`src/rtl/mcu_arb_pkg.sv`:
```
// Shared widths, owner/state encodings and the tie-break helper for mcu_request_arbiter.
package mcu_arb_pkg;

   localparam int ADDR_W = 26;
   localparam int DATA_W = 32;
   localparam int MASK_W = 4;

   localparam logic OWNER_A = 1'b0;
   localparam logic OWNER_B = 1'b1;

   typedef enum logic {
      ST_IDLE  = 1'b0,
      ST_ISSUE = 1'b1
   } state_t;

   // Single requester wins outright; on a tie the client that did not win last time wins.
   function automatic logic pick_winner(input logic a_req, input logic b_req,
                                        input logic last_grant);
      if (a_req && b_req) begin
         return ~last_grant;
      end else if (a_req) begin
         return OWNER_A;
      end else begin
         return OWNER_B;
      end
   endfunction

endpackage

```
`src/rtl/read_tag_pipe.sv`:
```
// Shift register of {valid, tag} that tracks which client owns each in-flight read.
module read_tag_pipe #(
   parameter int unsigned DEPTH = 4
) (
   input  logic CLK,
   input  logic RST,
   input  logic push,
   input  logic push_tag,
   output logic out_valid,
   output logic out_tag
);

   logic [DEPTH-1:0] r_valid;
   logic [DEPTH-1:0] r_tag;

   // Stage 0 loads on a read ack (invalid otherwise); every stage shifts each cycle.
   always_ff @(posedge CLK or posedge RST) begin
      if (RST) begin
         r_valid <= '0;
         r_tag   <= '0;
      end else begin
         r_valid[0] <= push;
         r_tag[0]   <= push_tag;
         for (int i = 1; i < DEPTH; i++) begin
            r_valid[i] <= r_valid[i-1];
            r_tag[i]   <= r_tag[i-1];
         end
      end
   end

   assign out_valid = r_valid[DEPTH-1];
   assign out_tag   = r_tag[DEPTH-1];

endmodule

```
`src/rtl/mcu_request_arbiter.sv`:
```
// Two-client round-robin front end for the DDR controller's user_req handshake.
module mcu_request_arbiter
   import mcu_arb_pkg::*;
#(
   parameter int unsigned READ_LATENCY = 4
) (
   input  logic              CLK,
   input  logic              RST,
   input  logic              A_REQ,
   input  logic              A_WE,
   input  logic [MASK_W-1:0] A_WE_ARRAY,
   input  logic [ADDR_W-1:0] A_ADDRESS,
   input  logic [DATA_W-1:0] A_DATAIN,
   output logic              A_ACK,
   output logic              A_DATA_VALID,
   output logic [DATA_W-1:0] A_DATAOUT,
   input  logic              B_REQ,
   input  logic              B_WE,
   input  logic [MASK_W-1:0] B_WE_ARRAY,
   input  logic [ADDR_W-1:0] B_ADDRESS,
   input  logic [DATA_W-1:0] B_DATAIN,
   output logic              B_ACK,
   output logic              B_DATA_VALID,
   output logic [DATA_W-1:0] B_DATAOUT,
   output logic              USER_REQ,
   output logic              USER_REQ_WE,
   output logic [MASK_W-1:0] USER_REQ_WE_ARRAY,
   output logic [ADDR_W-1:0] USER_REQ_ADDRESS,
   output logic [DATA_W-1:0] USER_REQ_DATAIN,
   input  logic              USER_REQ_ACK,
   input  logic [DATA_W-1:0] USER_REQ_DATAOUT
);

   state_t            r_state, w_state_next;
   logic              r_owner, w_owner_next;
   logic              r_last_grant, w_last_grant_next;
   logic              r_req, w_req_next;
   logic              r_we, w_we_next;
   logic [MASK_W-1:0] r_we_array, w_we_array_next;
   logic [ADDR_W-1:0] r_addr, w_addr_next;
   logic [DATA_W-1:0] r_datain, w_datain_next;

   logic              w_winner;
   logic              w_ack;
   logic              w_push;
   logic              w_out_valid;
   logic              w_out_tag;

   assign w_winner = pick_winner(A_REQ, B_REQ, r_last_grant);

   // State and request registers; reset drops any pending request immediately.
   always_ff @(posedge CLK or posedge RST) begin
      if (RST) begin
         r_state      <= ST_IDLE;
         r_owner      <= OWNER_A;
         r_last_grant <= OWNER_B;
         r_req        <= 1'b0;
         r_we         <= 1'b0;
         r_we_array   <= '0;
         r_addr       <= '0;
         r_datain     <= '0;
      end else begin
         r_state      <= w_state_next;
         r_owner      <= w_owner_next;
         r_last_grant <= w_last_grant_next;
         r_req        <= w_req_next;
         r_we         <= w_we_next;
         r_we_array   <= w_we_array_next;
         r_addr       <= w_addr_next;
         r_datain     <= w_datain_next;
      end
   end

   // Next-state: latch the winner's fields in IDLE, hold them stable until the controller acks.
   always_comb begin
      w_state_next      = r_state;
      w_owner_next      = r_owner;
      w_last_grant_next = r_last_grant;
      w_req_next        = r_req;
      w_we_next         = r_we;
      w_we_array_next   = r_we_array;
      w_addr_next       = r_addr;
      w_datain_next     = r_datain;
      w_ack             = 1'b0;
      unique case (r_state)
         ST_IDLE: begin
            if (A_REQ || B_REQ) begin
               w_owner_next    = w_winner;
               w_we_next       = (w_winner == OWNER_A) ? A_WE       : B_WE;
               w_we_array_next = (w_winner == OWNER_A) ? A_WE_ARRAY : B_WE_ARRAY;
               w_addr_next     = (w_winner == OWNER_A) ? A_ADDRESS  : B_ADDRESS;
               w_datain_next   = (w_winner == OWNER_A) ? A_DATAIN   : B_DATAIN;
               w_req_next      = 1'b1;
               w_state_next    = ST_ISSUE;
            end
         end
         ST_ISSUE: begin
            if (USER_REQ_ACK) begin
               w_ack             = 1'b1;
               w_last_grant_next = r_owner;
               w_req_next        = 1'b0;
               w_state_next      = ST_IDLE;
            end
         end
         default: w_state_next = ST_IDLE;
      endcase
   end

   assign w_push = w_ack & ~r_we;

   read_tag_pipe #(
      .DEPTH(READ_LATENCY)
   ) u_tag_pipe (
      .CLK      (CLK),
      .RST      (RST),
      .push     (w_push),
      .push_tag (r_owner),
      .out_valid(w_out_valid),
      .out_tag  (w_out_tag)
   );

   assign A_ACK        = w_ack & (r_owner == OWNER_A);
   assign B_ACK        = w_ack & (r_owner == OWNER_B);
   assign A_DATA_VALID = w_out_valid & (w_out_tag == OWNER_A);
   assign B_DATA_VALID = w_out_valid & (w_out_tag == OWNER_B);
   // Both clients see the raw read bus; each qualifies it with its own valid.
   assign A_DATAOUT    = USER_REQ_DATAOUT;
   assign B_DATAOUT    = USER_REQ_DATAOUT;

   assign USER_REQ          = r_req;
   assign USER_REQ_WE       = r_we;
   assign USER_REQ_WE_ARRAY = r_we_array;
   assign USER_REQ_ADDRESS  = r_addr;
   assign USER_REQ_DATAIN   = r_datain;

endmodule

```
`config.mk`:
```
export PLATFORM = sky130hd
export DESIGN_NAME = mcu_request_arbiter
export DESIGN_NICKNAME = d
export VERILOG_FILES = /design/src/rtl/mcu_arb_pkg.sv /design/src/rtl/read_tag_pipe.sv /design/src/rtl/mcu_request_arbiter.sv
export SDC_FILE = /design/constraint.sdc
export NUM_CORES = 1
export LEC_CHECK = 0
export ABC_AREA = 0
export CORE_MARGIN = 10
export CORE_UTILIZATION = 31
export DETAILED_ROUTE_END_ITERATION = 10
export PLACE_DENSITY = 0.77
export SLEW_MARGIN = 20
export SYNTH_ARGS = -nofsm -noshare
export SYNTH_HDL_FRONTEND = slang
export SYNTH_SLANG_ARGS = --single-unit
```
`constraint.sdc`:
```
create_clock -name CLK -period 2.1 [get_ports CLK]
set_input_delay 0.315 -clock CLK [delete_from_list [all_inputs] [get_ports CLK]]
set_output_delay 0.315 -clock CLK [all_outputs]
set_load 0.1 [all_outputs]
```
==> reports/metrics.yaml <==
global_routing:
  busiest_layer: "met2"
  track_usage_pct: 15.9
  use_met2_pct: 27.8
  grt.overflow.total: 0
  use_met1_pct: 17.5
  grt_pass1_vias: 3934
  antenna_found_initial: 0
  use_met3_pct: 3.98
  grt_max_degree: 66
  grt_pass1_wl_mm: 22.5
synth:
  yosysSeqAreaShare_pct: 47.1
  synth.area.top_cells: "dfrtp_1 46%, buf_4 14%, a31oi_1 9.9%, nand3_1 7.9%, nor2_1 6.1%"
  synth_top_area_share_pct: 46.4
  syn-cell-area_mm2: 0.00399
  synth_area_leader_cell: "dfrtp_1"
  syn_nets: 610
  yosysMostFrequentCell: "dfrtp_1"
  synth.ff_latch_count: 75
  synthArstFlopShare_pct: 100
  synth.avg_cell_area_um2: 8.93
  synth_edf_count: 0
  yosysUniqueCellTypes: 25
  synthFlopType: "dfrtp_1"
  yosysWarnings: 0
  synth_cells: 447
  synth_common_cells: "74 x dfrtp_1, 73 x buf_4, 65 x nor2_1, 63 x a31oi_1, 63 x nand3_1"
clocking:
  cts_buffers: 9
  ctsResizeCount: 0
  ctsHoldBuffers: 0
  clock-root-buffer: "clkbuf_16"
  clkSinkCount: 75
  post_cts_buffers: 0
  cts_buffer_depth: 2
  tritoncts: "yes"
  insertion_delay_ps: 330
  path_clk_slew_ps: 50
  htreeDepth: 3
worst_hold_path:
  hold_class: "flip-flop to flip-flop"
sta:
  hold_viol_final: 0
  relSlewSlack_pct: 65.5
  grt_setup_unrepaired: "no"
  fin_crit_sh_pct: 77.8
  clock_skew_ps: 5.07
  worst_pin_slew_ps: 517
  post-route-min-period_ps: 1630
  max_freq_mhz: 612
  final-setup-viol-count: 0
  slew_violations: 0
  fin_tns_setup_ps: 0
worst_setup_path:
  crit_arrival_ps: 1320
  crit_path_end_kind: "primary output"
  r2r-end: "USER_REQ_DATAIN[18]"
  critical_path.max_fanout: 5
  startpoint_type: "input port"
  critical_path_class: "input port to primary output"
  rrSetupSlack_ps: 650
  rr_worst_depth: 4
  critical_path.endpoint: "A_ACK"
  timing.rr.start: "r_last_grant"
  startpoint: "USER_REQ_ACK"
  cp.required_ps: 1780
floorplan:
  chipWidth_um: 133
  die_h_um: 133
  rows: 41
  coreArea_mm2: 0.0126
  start_util_pct: 31.6
  fp.dieArea_mm2: 0.0178
  pin_count: 295
pwr:
  power_w: 0.00760
  ir_drop_uv: 503
  powerDensity_mw_per_mm2: 1310
  leakage_nw: 2.31
finish:
  fill_cells: 1250
  layout.cells.non_filler: 737
  num_antenna_cells: 0
  nets: 725
  drive_gt1_share_pct: 17.7
  area_delta_synth_final_pct: 44.9
job:
  drv_cap: 0
drt:
  ant_nets: 0
  via_count: 3737
  wl_per_cell_um: 19.6
  remaining_drc_errors: 0
  drtIter0Drc: 258
  first_pass_iters: 5
  via_per_inst: 5.07
  wl_mm: 14.5
placement:
  dp.final_hpwl_mm: 11.0
  io_buffer_count: 198
  placed_cells: 723
  gp_congestion: 0.816
status:
  status: "complete, no violations"
[worst min path at each step]
stage | cells after the start | startpoint | slack [ps] | to
after CTS | 0 | u_tag_pipe.r_valid[0] | 350 | u_tag_pipe.r_valid[1]
after floorplan | 0 | u_tag_pipe.r_tag[0] | 330 | u_tag_pipe.r_tag[1]
after global placement | 0 | u_tag_pipe.r_valid[1] | 330 | u_tag_pipe.r_valid[2]
after detailed placement | 0 | u_tag_pipe.r_valid[0] | 330 | u_tag_pipe.r_valid[1]
final | 0 | u_tag_pipe.r_valid[1] | 350 | u_tag_pipe.r_valid[2]
after global routing | 0 | u_tag_pipe.r_tag[0] | 350 | u_tag_pipe.r_tag[1]
[power by group]
part	leakage, nW	internal, W	switching, W	total [W]
registers	0.842	0.00179	0.000198	0.00199
logic	1.32	0.000918	0.00303	0.00395
clock network	0.155	0.00109	0.000566	0.00166
[routing by layer]
metal | wire, um | up-vias
met5 | 0 | -
met3 | 1110 | 46
met1 | 5470 | 1752
met2 | 7400 | 204
met4 | 509 | 0
li1 | - | 1735
[registers in the layout (all words and copies together) (netlist names)]
register / cells
USER_REQ: 1
USER_REQ_ADDRESS: 26
USER_REQ_DATAIN: 32
USER_REQ_WE: 1
USER_REQ_WE_ARRAY: 4
r_last_grant: 1
r_owner: 1
r_state: 1
u_tag_pipe.r_tag: 4
u_tag_pipe.r_valid: 4
[per-stage QoR]
| stage | hold slack [ps] | util [%] | setup WS [ps] | cell area (um^2) |
|---|---|---|---|---|
| 3_3_place_gp | 334 | 43.3 | 439 | 5470 |
| 2_1_floorplan | 331 | - | 46.6 | 3990 |
| 3_5_place_dp | 335 | 43.3 | 360 | 5470 |
| 6_report | 346 | 45.8 | 467 | 5780 |
| 5_1_grt | 354 | 45.8 | 414 | 5780 |
| 4_1_cts | 348 | 45.8 | 460 | 5780 |
[kinds of logic (layout without fill, tap and decap cells)]
logic type | after synthesis | after routing | synth area share [%]
flip-flops | 75 | 75 | 47.1
AO/OA/AOI/OAI | 131 | 131 | 18.9
buffers and inverters | 107 | 225 | 19.1
AND/OR/NAND/NOR | 134 | 134 | 14.9
[area by class of cell]
type | instances | area (um^2) | area share, %
clock inverters | 2 | 60.1 | 1.04
well taps | 172 | 215 | 3.72
repair buffers | 209 | 2000 | 34.6
inverters | 2 | 11.3 | 0.195
clock buffers | 12 | 256 | 4.44
multi-input cells | 265 | 1360 | 23.5
flip-flops and latches | 75 | 1880 | 32.5
[cell usage in the layout (no fill, tap or decap), types with 2 or more instances in the layout]
master / Yosys / routed
clkdlybuf4s50_1: 0 / 129
dfrtp_1: 74 / 74
buf_4: 73 / 70
nor2_1: 65 / 65
nand3_1: 63 / 63
a31oi_1: 63 / 63
o21ai_1: 37 / 37
o21ai_0: 26 / 26
clkbuf_16: 0 / 9
buf_12: 0 / 9
bufinv_16: 0 / 2
clkbuf_8: 0 / 2
[critical path, stage by stage]
cell	delay, ps
clkdlybuf4s50_1	470
nand2_1	120
nor2_1	200
buf_12	200
Power figures use the tool's default switching activity.
